<file path="src/rtl/irrigation_scheduler_pkg.sv">
// Shared definitions for the irrigation scheduler and its neighbours.
//
// Holds the 3-bit display codes that the matrix display mode selector also
// decodes, the controller state enum (its encoding is the display code, so
// the state register can drive state_code directly) and the outlet
// identifiers used by the round-robin arbiter.
package irrigation_scheduler_pkg;

   localparam logic [2:0] CODE_IDLE     = 3'd0;
   localparam logic [2:0] CODE_FILL     = 3'd1;
   localparam logic [2:0] CODE_SPRINKLE = 3'd2;
   localparam logic [2:0] CODE_DRIP     = 3'd3;
   localparam logic [2:0] CODE_SETTLE   = 3'd4;
   localparam logic [2:0] CODE_FAULT    = 3'd7;

   typedef enum logic [2:0] {
      ST_IDLE     = CODE_IDLE,
      ST_FILL     = CODE_FILL,
      ST_SPRINKLE = CODE_SPRINKLE,
      ST_DRIP     = CODE_DRIP,
      ST_SETTLE   = CODE_SETTLE,
      ST_FAULT    = CODE_FAULT
   } state_e;

   typedef enum logic {
      GRANT_SPRINKLER = 1'b0,
      GRANT_DRIPPER   = 1'b1
   } grant_e;

endpackage

</file>
<file path="src/rtl/irrigation_scheduler_tick_timer.sv">
// Slow-tick timer shared by every timed state of the irrigation scheduler.
//
// Ports:
//   clock, reset_n : fast clock, asynchronous active-low reset
//   clear_i        : forces the count to zero (used on every state change)
//   tick_i         : slow-clock pulse; the count advances only on it
//   term_i         : terminal tick count for the state currently active
//   expire_o       : high in the cycle whose tick completes term_i ticks
module irrigation_scheduler_tick_timer #(
   parameter int TIMER_W = 6
) (
   input  logic               clock,
   input  logic               reset_n,
   input  logic               clear_i,
   input  logic               tick_i,
   input  logic [TIMER_W-1:0] term_i,
   output logic               expire_o
);

   logic [TIMER_W-1:0] count_q;
   logic [TIMER_W:0]   countNext;

   // Compare against the value the count is about to take, one bit wider
   // so the all-ones count cannot wrap; this lets the state machine leave
   // on the very edge that samples the terminal tick.
   assign countNext = {1'b0, count_q} + {{TIMER_W{1'b0}}, 1'b1};
   assign expire_o  = tick_i & (countNext >= {1'b0, term_i});

   // Clear wins over counting; the counter saturates at all-ones instead of
   // wrapping, so a state that ignores the timer never sees a false expiry
   // caused by a wrap.
   always_ff @(posedge clock or negedge reset_n) begin
      if (!reset_n) begin
         count_q <= '0;
      end else if (clear_i) begin
         count_q <= '0;
      end else if (tick_i && (count_q != '1)) begin
         count_q <= count_q + 1'b1;
      end
   end

endmodule

</file>
<file path="src/rtl/irrigation_scheduler.sv">
// Irrigation scheduler: refills the tank when it runs low and shares the
// water between the sprinkler and the dripper with round-robin arbitration.
//
// Ports:
//   clock, reset_n            : fast clock, asynchronous active-low reset
//   tick                      : slow-clock pulse, all burst timing counts it
//   water_level[2:0]          : tank level 0..7
//   sprinkler_req/dripper_req : level-sensitive outlet switches
//   fault_clear               : pulse that leaves FAULT
//   fill_valve/sprinkler_on/dripper_on : valve drives, at most one high
//   state_code[2:0]           : display code of the current state
//   fault                     : high while in FAULT
module irrigation_scheduler #(
   parameter int LEVEL_LOW      = 2,
   parameter int LEVEL_HIGH     = 6,
   parameter int SPRINKLE_TICKS = 8,
   parameter int DRIP_TICKS     = 16,
   parameter int SETTLE_TICKS   = 2,
   parameter int FILL_TIMEOUT   = 32,
   parameter int TIMER_W        = 6
) (
   input  logic       clock,
   input  logic       reset_n,
   input  logic       tick,
   input  logic [2:0] water_level,
   input  logic       sprinkler_req,
   input  logic       dripper_req,
   input  logic       fault_clear,
   output logic       fill_valve,
   output logic       sprinkler_on,
   output logic       dripper_on,
   output logic [2:0] state_code,
   output logic       fault
);

   import irrigation_scheduler_pkg::*;

   localparam logic [2:0] LevelLowC  = 3'(LEVEL_LOW);
   localparam logic [2:0] LevelHighC = 3'(LEVEL_HIGH);

   state_e             state_q, state_d;
   grant_e             lastGrant_q, lastGrant_d;
   logic [TIMER_W-1:0] term_d;
   logic               timerClear;
   logic               timerExpire;
   logic               levelLow;
   logic               levelHigh;

   assign levelLow  = (water_level <= LevelLowC);
   assign levelHigh = (water_level >= LevelHighC);

   // Next-state and arbitration. Low water outranks any request in IDLE;
   // with both switches on, the outlet not served last time wins, and every
   // grant records who was served so contested grants strictly alternate.
   // In FILL a level success is tested before the timeout so that both in
   // the same cycle ends in SETTLE rather than FAULT.
   always_comb begin
      state_d     = state_q;
      lastGrant_d = lastGrant_q;
      unique case (state_q)
         ST_IDLE: begin
            if (levelLow) begin
               state_d = ST_FILL;
            end else if (sprinkler_req && dripper_req) begin
               if (lastGrant_q == GRANT_DRIPPER) begin
                  state_d     = ST_SPRINKLE;
                  lastGrant_d = GRANT_SPRINKLER;
               end else begin
                  state_d     = ST_DRIP;
                  lastGrant_d = GRANT_DRIPPER;
               end
            end else if (sprinkler_req) begin
               state_d     = ST_SPRINKLE;
               lastGrant_d = GRANT_SPRINKLER;
            end else if (dripper_req) begin
               state_d     = ST_DRIP;
               lastGrant_d = GRANT_DRIPPER;
            end
         end
         ST_FILL: begin
            if (levelHigh) begin
               state_d = ST_SETTLE;
            end else if (timerExpire) begin
               state_d = ST_FAULT;
            end
         end
         ST_SPRINKLE: begin
            if (timerExpire || !sprinkler_req || levelLow) begin
               state_d = ST_SETTLE;
            end
         end
         ST_DRIP: begin
            if (timerExpire || !dripper_req || levelLow) begin
               state_d = ST_SETTLE;
            end
         end
         ST_SETTLE: begin
            if (timerExpire) begin
               state_d = ST_IDLE;
            end
         end
         ST_FAULT: begin
            if (fault_clear) begin
               state_d = ST_IDLE;
            end
         end
         default: begin
            state_d = ST_IDLE;
         end
      endcase
   end

   // Only one timed state is ever active, so a single timer serves them
   // all: the terminal count follows the current state and the count is
   // cleared on every transition, leaving it at zero in each entry cycle.
   always_comb begin
      term_d = '1;
      unique case (state_q)
         ST_FILL:     term_d = TIMER_W'(FILL_TIMEOUT);
         ST_SPRINKLE: term_d = TIMER_W'(SPRINKLE_TICKS);
         ST_DRIP:     term_d = TIMER_W'(DRIP_TICKS);
         ST_SETTLE:   term_d = TIMER_W'(SETTLE_TICKS);
         default:     term_d = '1;
      endcase
   end

   assign timerClear = (state_d != state_q);

   irrigation_scheduler_tick_timer #(
      .TIMER_W (TIMER_W)
   ) uTimer (
      .clock    (clock),
      .reset_n  (reset_n),
      .clear_i  (timerClear),
      .tick_i   (tick),
      .term_i   (term_d),
      .expire_o (timerExpire)
   );

   // State and arbitration history. Reset marks the dripper as last served
   // so the first contested grant goes to the sprinkler.
   always_ff @(posedge clock or negedge reset_n) begin
      if (!reset_n) begin
         state_q     <= ST_IDLE;
         lastGrant_q <= GRANT_DRIPPER;
      end else begin
         state_q     <= state_d;
         lastGrant_q <= lastGrant_d;
      end
   end

   // Outputs decode the state register directly, so reset closes every
   // valve at once and only one valve can ever be open.
   assign fill_valve   = (state_q == ST_FILL);
   assign sprinkler_on = (state_q == ST_SPRINKLE);
   assign dripper_on   = (state_q == ST_DRIP);
   assign fault        = (state_q == ST_FAULT);
   assign state_code   = state_q;

endmodule

</file>
<file path="config.mk">
export PLATFORM = sky130hd
export DESIGN_NAME = irrigation_scheduler
export DESIGN_NICKNAME = d
export VERILOG_FILES = /design/src/rtl/irrigation_scheduler_pkg.sv /design/src/rtl/irrigation_scheduler_tick_timer.sv /design/src/rtl/irrigation_scheduler.sv
export SDC_FILE = /design/constraint.sdc
export NUM_CORES = 1
export LEC_CHECK = 0
export ABC_AREA = 1
export ABC_CLOCK_PERIOD_IN_PS = 4100
export BUFFER_PORTS_ARGS = -buffer_cell sky130_fd_sc_hd__buf_2
export CAP_MARGIN = 20
export CORE_AREA = 2 2 45 47
export CTS_CLUSTER_SIZE = 25
export DETAILED_ROUTE_END_ITERATION = 16
export DIE_AREA = 0 0 47 49
export GPL_TIMING_DRIVEN = 0
export PLACE_DENSITY_LB_ADDON = 0.2
export SYNTH_ARGS = -nofsm -noshare
export SYNTH_HDL_FRONTEND = slang
export SYNTH_HIERARCHICAL = 1
export SYNTH_SLANG_ARGS = --single-unit
</file>
<file path="constraint.sdc">
create_clock -name clock -period 4.1 [get_ports clock]
set_clock_uncertainty 0.15 [all_clocks]
set_input_delay 0.205 -clock clock [delete_from_list [all_inputs] [get_ports clock]]
set_output_delay 0.205 -clock clock [all_outputs]
set_load 0.02 [all_outputs]
</file>
After elaboration in Yosys (flattened, before gate mapping)
Index checks and enable logic that the tools add are counted.

cells by class
  add/sub/neg operators = 2
  magnitude comparators = 3
  eq/ne operators = 7
  mux-type cells = 19
  bitwise gates (word level) = 2
  reduce and logical (&&, ||, !) cells = 12

operators by type and width
  operator                                                               count
  3-bit two-way mux                                                      10
  6-bit case mux with 4 select lines                                     1
  3-bit case mux with 6 select lines                                     1
  6-bit two-way mux                                                      2
  6-bit by 1-bit adder with 7-bit output, second input constant          1
  7-bit by 6-bit greater-or-equal comparator with 1-bit output           1
  6-bit by 1-bit adder with 6-bit output, second input constant          1
  3-bit by 2-bit equality test with 1-bit output, second input constant  2
  3-bit equality test, second input constant                             2
  6-bit inequality test, second input constant                           1
  1-bit two-way mux                                                      5
  1-bit logical OR                                                       4
  3-bit by 1-bit equality test with 1-bit output, second input constant  1
  3-bit greater-or-equal comparator, second input constant               1
  3-bit by 2-bit <= comparator with 1-bit output, second input constant  1
  3-bit zero test                                                        1
  3-bit inequality test                                                  1
  3-bit AND reduction                                                    1
  3-bit nonzero test                                                     1
  1-bit logical AND                                                      2
  1-bit zero test                                                        2
  2-bit nonzero test                                                     1
  1-bit bitwise AND                                                      1
  1-bit inverter                                                         1

storage, ports and cells
  register bits after elaboration = 10
  input bits = 9
  logic and storage cells = 48

Depth between registers and ports, before layout
  depth after elaboration = 10
  depth in mapped cells = 25
  gate-level depth less buffers = 24

By module
Netlist, hierarchy kept.

modules (own cells, without submodules)
  module                           instances  cells an instance  area each (µm²)  sequential area each (µm²)
  irrigation_scheduler_tick_timer  1          74                 524.3            150.1
  irrigation_scheduler             1          83                 439.2            101.3

Worst setup path before layout
No wires, ideal clock.

  kind = register -> register
  start = reg state_q[0], in the netlist state_code[0]
  end = reg uTimer.count_q[1]
  library setup time = 0.065 ns
  arrival time = 2.792 ns
  setup slack = 1.093 ns
  cell stages (with the launch flop) = 22
  path buffers = 1
  clock period less this slack = 3.007 ns
  path through = dfrtp_1 -> buf_2 -> nor2_4 -> nor2_1 -> nor2_1 -> inv_1 -> nand2_1 -> inv_1 -> ha_1 -> and3_1 -> nand2_1 -> a21oi_1 -> inv_1 -> nand3_1 -> nand2_1 -> nor2_1 -> nand3_1 -> nand2_1 -> nand3_1 -> nor2_1 -> nand2_1 -> nand2_1

on the way
  longest elaborated chain between the ends = 10

ends and longest elaborated chain
  item                                                              line                                                    source
  from (decl)                                                       irrigation_scheduler.sv:41                              state_e state_q, state_d;
  from (signal assigned)                                            irrigation_scheduler.sv:147                             state_q <= state_d;
  3-bit equality test, or another cell as far along                 irrigation_scheduler.sv:118                             unique case (state_q)
  6-bit case mux with 4 select lines (*)                            irrigation_scheduler.sv:118
  net term_d[0]                                                     irrigation_scheduler.sv:43                              logic [TIMER_W-1:0] term_d;
  7-bit by 6-bit greater-or-equal comparator with 1-bit output (*)  irrigation_scheduler_tick_timer.sv:27                   assign expire_o = tick_i & (countNext >= {1'b0, term_i});
  1-bit bitwise AND (*)                                             irrigation_scheduler_tick_timer.sv:27
  net timerExpire                                                   irrigation_scheduler.sv:45                              logic timerExpire;
  1-bit logical OR, on equally long branches (2 in a row)           irrigation_scheduler.sv:93, irrigation_scheduler.sv:88
  3-bit two-way mux, on equally long branches                       irrigation_scheduler.sv:93, irrigation_scheduler.sv:88
  3-bit case mux with 6 select lines (*)                            irrigation_scheduler.sv:60                              unique case (state_q)
  3-bit inequality test (*)                                         irrigation_scheduler.sv:127                             assign timerClear = (state_d != state_q);
  net timerClear                                                    irrigation_scheduler.sv:44                              logic timerClear;
  6-bit two-way mux or 2-bit nonzero test (tied branches)           n/a
  to (signal assigned)                                              irrigation_scheduler_tick_timer.sv:38                   count_q <= count_q + 1'b1;
  to (decl)                                                         irrigation_scheduler_tick_timer.sv:20                   logic [TIMER_W-1:0] count_q;

The timed path passes the listed nets; every way through them passes the cells marked *.
A chain may end at the register's enable or synchronous reset.

Worst setup path in the final report
  start = reg state_q[0], in the netlist state_code[0]
  end = reg uTimer.count_q[5]

Same word-level chain as after synthesis.

==> impl_metrics.csv <==
group,metric,value,unit
run_status,outcome,"complete, no violations",
drt,viasPerCell,4.72,
sta,hold_violations,0,
drt,detail_route.wl_per_cell,10.1,µm
synth,synthSimpleGateAreaFrac,41.8,%
synth,synth_area,963,µm²
synth,synth_seq_area_share,26.1,%
sta,slew_viol_final,0,
place,dp_slack,791,ps
cells_and_area,regArea,251,µm²
worst_setup_path,cp-end-kind,"flop",
cells_and_area,diodes,0,
power_and_ir_drop,leakagePower,0.723,nW
clock_network,cts_tree,"yes",
synth,synth_enable_flop_cells,0,
worst_setup_path,worstSetupPathType,"reg -> reg",
worst_setup_path,reg2reg_to,"uTimer/count_q[5]",
clock_network,path_clk_slew,70,ps
synth,muxShareOfSynthArea,0,%
floorplanning,die_area,2300,µm²
worst_setup_path,r2r_slack,740,ps
sta,fin_crit_sh,82.0,%
sta,tightest_slew,424,ps
clock_network,clock-root-buffer,"clkbuf_4",
worst_setup_path,arrival,3410,ps
place,dp_hpwl,1.67,mm
place,place_congestion,0.922,
cells_and_area,area_growth,16.1,%
drt,wl,2.06,mm
cells_and_area,nNetsFinal,194,
floorplanning,rows,16,
worst_setup_path,r2r_cells,22,
global_route,grtUsageTotal,22.2,%
synth,synth_ff_type,"dfrtp_1",
floorplanning,die_h,49,µm
sta,period_minus_slack,3360,ps
sta,max-slew-margin-rel,71.8,%
synth,synth_compound_area_share,8.18,%
floorplanning,io-pin-count,16,
drt,first_iter_violations,10,
global_route,first_global_vias,924,
floorplanning,core,1840,µm²
worst_setup_path,worst-endpoint-required,4150,ps
hold_path,worstHoldStart,"sprinkler_req",
synth,syn-num-nets,173,
global_route,antenna_found_initial,0,
worst_setup_path,start_kind,"flop",
synth,postSynth.asyncResetShare,100,%
synth,syn-instance-count,157,
sta,setup_tns,0,ps
drt,via_count,962,
synth,syn_area_per_cell,6.14,µm²
global_route,grt-ovfl-total,0,
cells_and_area,drive_above_1_share,15.8,%
clock_network,htreeDepth,1,
clock_network,cts_resized,0,
hold_path,min_path_type,"in -> reg",
worst_setup_path,rr_startpoint,"state_code[0]",
place,io_buffers,15,
synth,ys_seq_elements,10,
clock_network,clkLatencyLatePin,270,ps
power_and_ir_drop,power.density,559,nW/µm²
floorplanning,fp.dieW,47,µm
synth,yosysWarnings,6,
sta,fmaxAchievable,297,MHz
hold_path,hold_end,"lastGrant_q",
synth,synth_cell_types,20,
clock_network,cts_buffer_depth,2,
sta,layout_setup_ws,738,ps
sta,grt_setup_unrepaired,"no",
sta,setup_viol,0,
cells_and_area,fill_cells,202,
clock_network,post_cts_buffers,0,
synth,synthAdderAreaFrac,9.09,%
clock_network,numCtsBuffers,3,
clock_network,ctsHoldBuffers,1,
floorplanning,initial_core_util,52.3,%
worst_setup_path,crit_fanout,9,
drt,dr.pass1.iters,4,
cells_and_area,multiInputGateArea,587,µm²
clock_network,cts.sinks,10,
power_and_ir_drop,ir_drop,283,µV
synth,synth_top_family_by_area,"simple AND/OR/NAND/NOR gates",
global_route,grt_pass1_wl,3.77,mm
drt,antenna_left,0,
flow_run,cap_violations,0,
synth,synth_xor_area_share,1.82,%
global_route,grt_max_degree,11,
drt,drc_errors,0,
hold_path,min_path_cells,4,
cells by family after synthesis:
| group | after synthesis |
|---|---|
| XOR/XNOR | 2 |
| AO/OA/AOI/OAI | 15 |
| buffers and inverters | 33 |
| AND/OR/NAND/NOR | 90 |
| adder cells (fa/ha/maj) | 7 |
| flip-flops | 10 |
layer usage:
layer  global-route usage [%]  part of all wire [%]  wire length, µm  vias to the layer above
met5                        0                     0                0                        -
met2                     37.4                    51             1060                       15
li1                         -                     -                -                      527
met3                     3.33                   2.1               44                        2
met1                     27.1                    46              946                      418
met4                     8.33                  0.63               13                        0
worst max path at each step:
stage / startpoint / endpoint / depth (start not counted)
floorplan: state_code[0] / uTimer/count_q[1] / 21
global placement: state_code[0] / uTimer/count_q[1] / 21
detailed placement: state_code[0] / uTimer/count_q[5] / 22
CTS: state_code[0] / uTimer/count_q[2] / 22
global route: state_code[0] / uTimer/count_q[5] / 21
finish: state_code[0] / uTimer/count_q[5] / 22
synth_stat cells, types with 2 or more instances:
master	instances	area (µm²)
ha_1	7	87.6
nand2_1	48	180
dfrtp_1	9	225
nand4_1	2	12.5
nor2_2	2	12.5
nor2_4	2	22.5
xor2_1	2	17.5
o21ai_0	8	40.0
inv_1	32	120
nand3_1	12	60.1
a21oi_1	6	30.0
nor2_1	19	71.3
per-stage QoR:
| stage | util (%) | cell area (µm²) | power [W] | hold slack [ps] | instances |
|---|---|---|---|---|---|
| 2_1_floorplan | - | 963 | 0.000443 | -241 | 157 |
| 3_3_place_gp | 58.2 | 1070 | 0.000522 | -74.3 | 199 |
| 3_5_place_dp | 58.2 | 1070 | 0.000533 | -71.4 | 199 |
| 4_1_cts | 60.7 | 1120 | 0.000630 | 84.7 | 204 |
| 5_1_grt | 60.7 | 1120 | 0.000705 | 111 | 204 |
| 6_report | 60.7 | 1120 | 0.000626 | 85.8 | 204 |
report_power, final:
part,total (W),switching (W),leakage [nW],internal [W]
Sequential,0.000154,0.0000279,0.132,0.000126
Clock,0.0000912,0.0000372,0.0210,0.0000540
Combinational,0.000380,0.000250,0.570,0.000131
state kept, by name, indices dropped and copies added (netlist names):
signal / count
state_code: 3
lastGrant_q: 1
uTimer/count_q: 6
layout by cell type (no fill, tap or decap):
cell type	Yosys	routed
nand2_1	48	48
inv_1	32	32
nor2_1	19	19
buf_2	1	16
nand3_1	12	12
dfrtp_1	9	9
o21ai_0	8	8
ha_1	7	7
a21oi_1	6	6
clkbuf_4	0	3
nand4_1	2	2
nor2_4	2	2
xor2_1	2	2
nor2_2	2	2
nand3_2	1	1
nor3b_1	1	1
clkbuf_8	0	1
dlygate4sd3_1	0	1
dfstp_2	1	1
nand4_2	1	1
and3_1	1	1
o21ai_2	1	1
nand3b_1	1	1
critical path, stage by stage, from the launching register on:
cell	delay [ps]
dfrtp_1	370
buf_2	190
nor2_4	130
nor2_1	60
nor2_1	180
inv_1	100
nand2_1	70
inv_1	40
ha_1	300
nand3_1	70
nand2_1	70
nor2_1	40
a21oi_1	370
inv_1	110
nand3_1	100
nand2_1	60
nor2_1	130
nand3_1	100
nand2_1	90
nand3_1	170
inv_1	180
o21ai_0	110
a21oi_1	120
cell type report:
| cell class | instances | share of cell area, % |
|---|---|---|
| Buffer | 1 | 0.447 |
| Tap cell | 27 | 3.02 |
| Inverter | 32 | 10.7 |
| Timing Repair Buffer | 16 | 7.61 |
| Clock buffer | 4 | 3.24 |
| Sequential cell | 10 | 22.5 |
| Multi-Input combinational cell | 114 | 52.5 |
No activity file was read; power rests on OpenSTA's default activity.
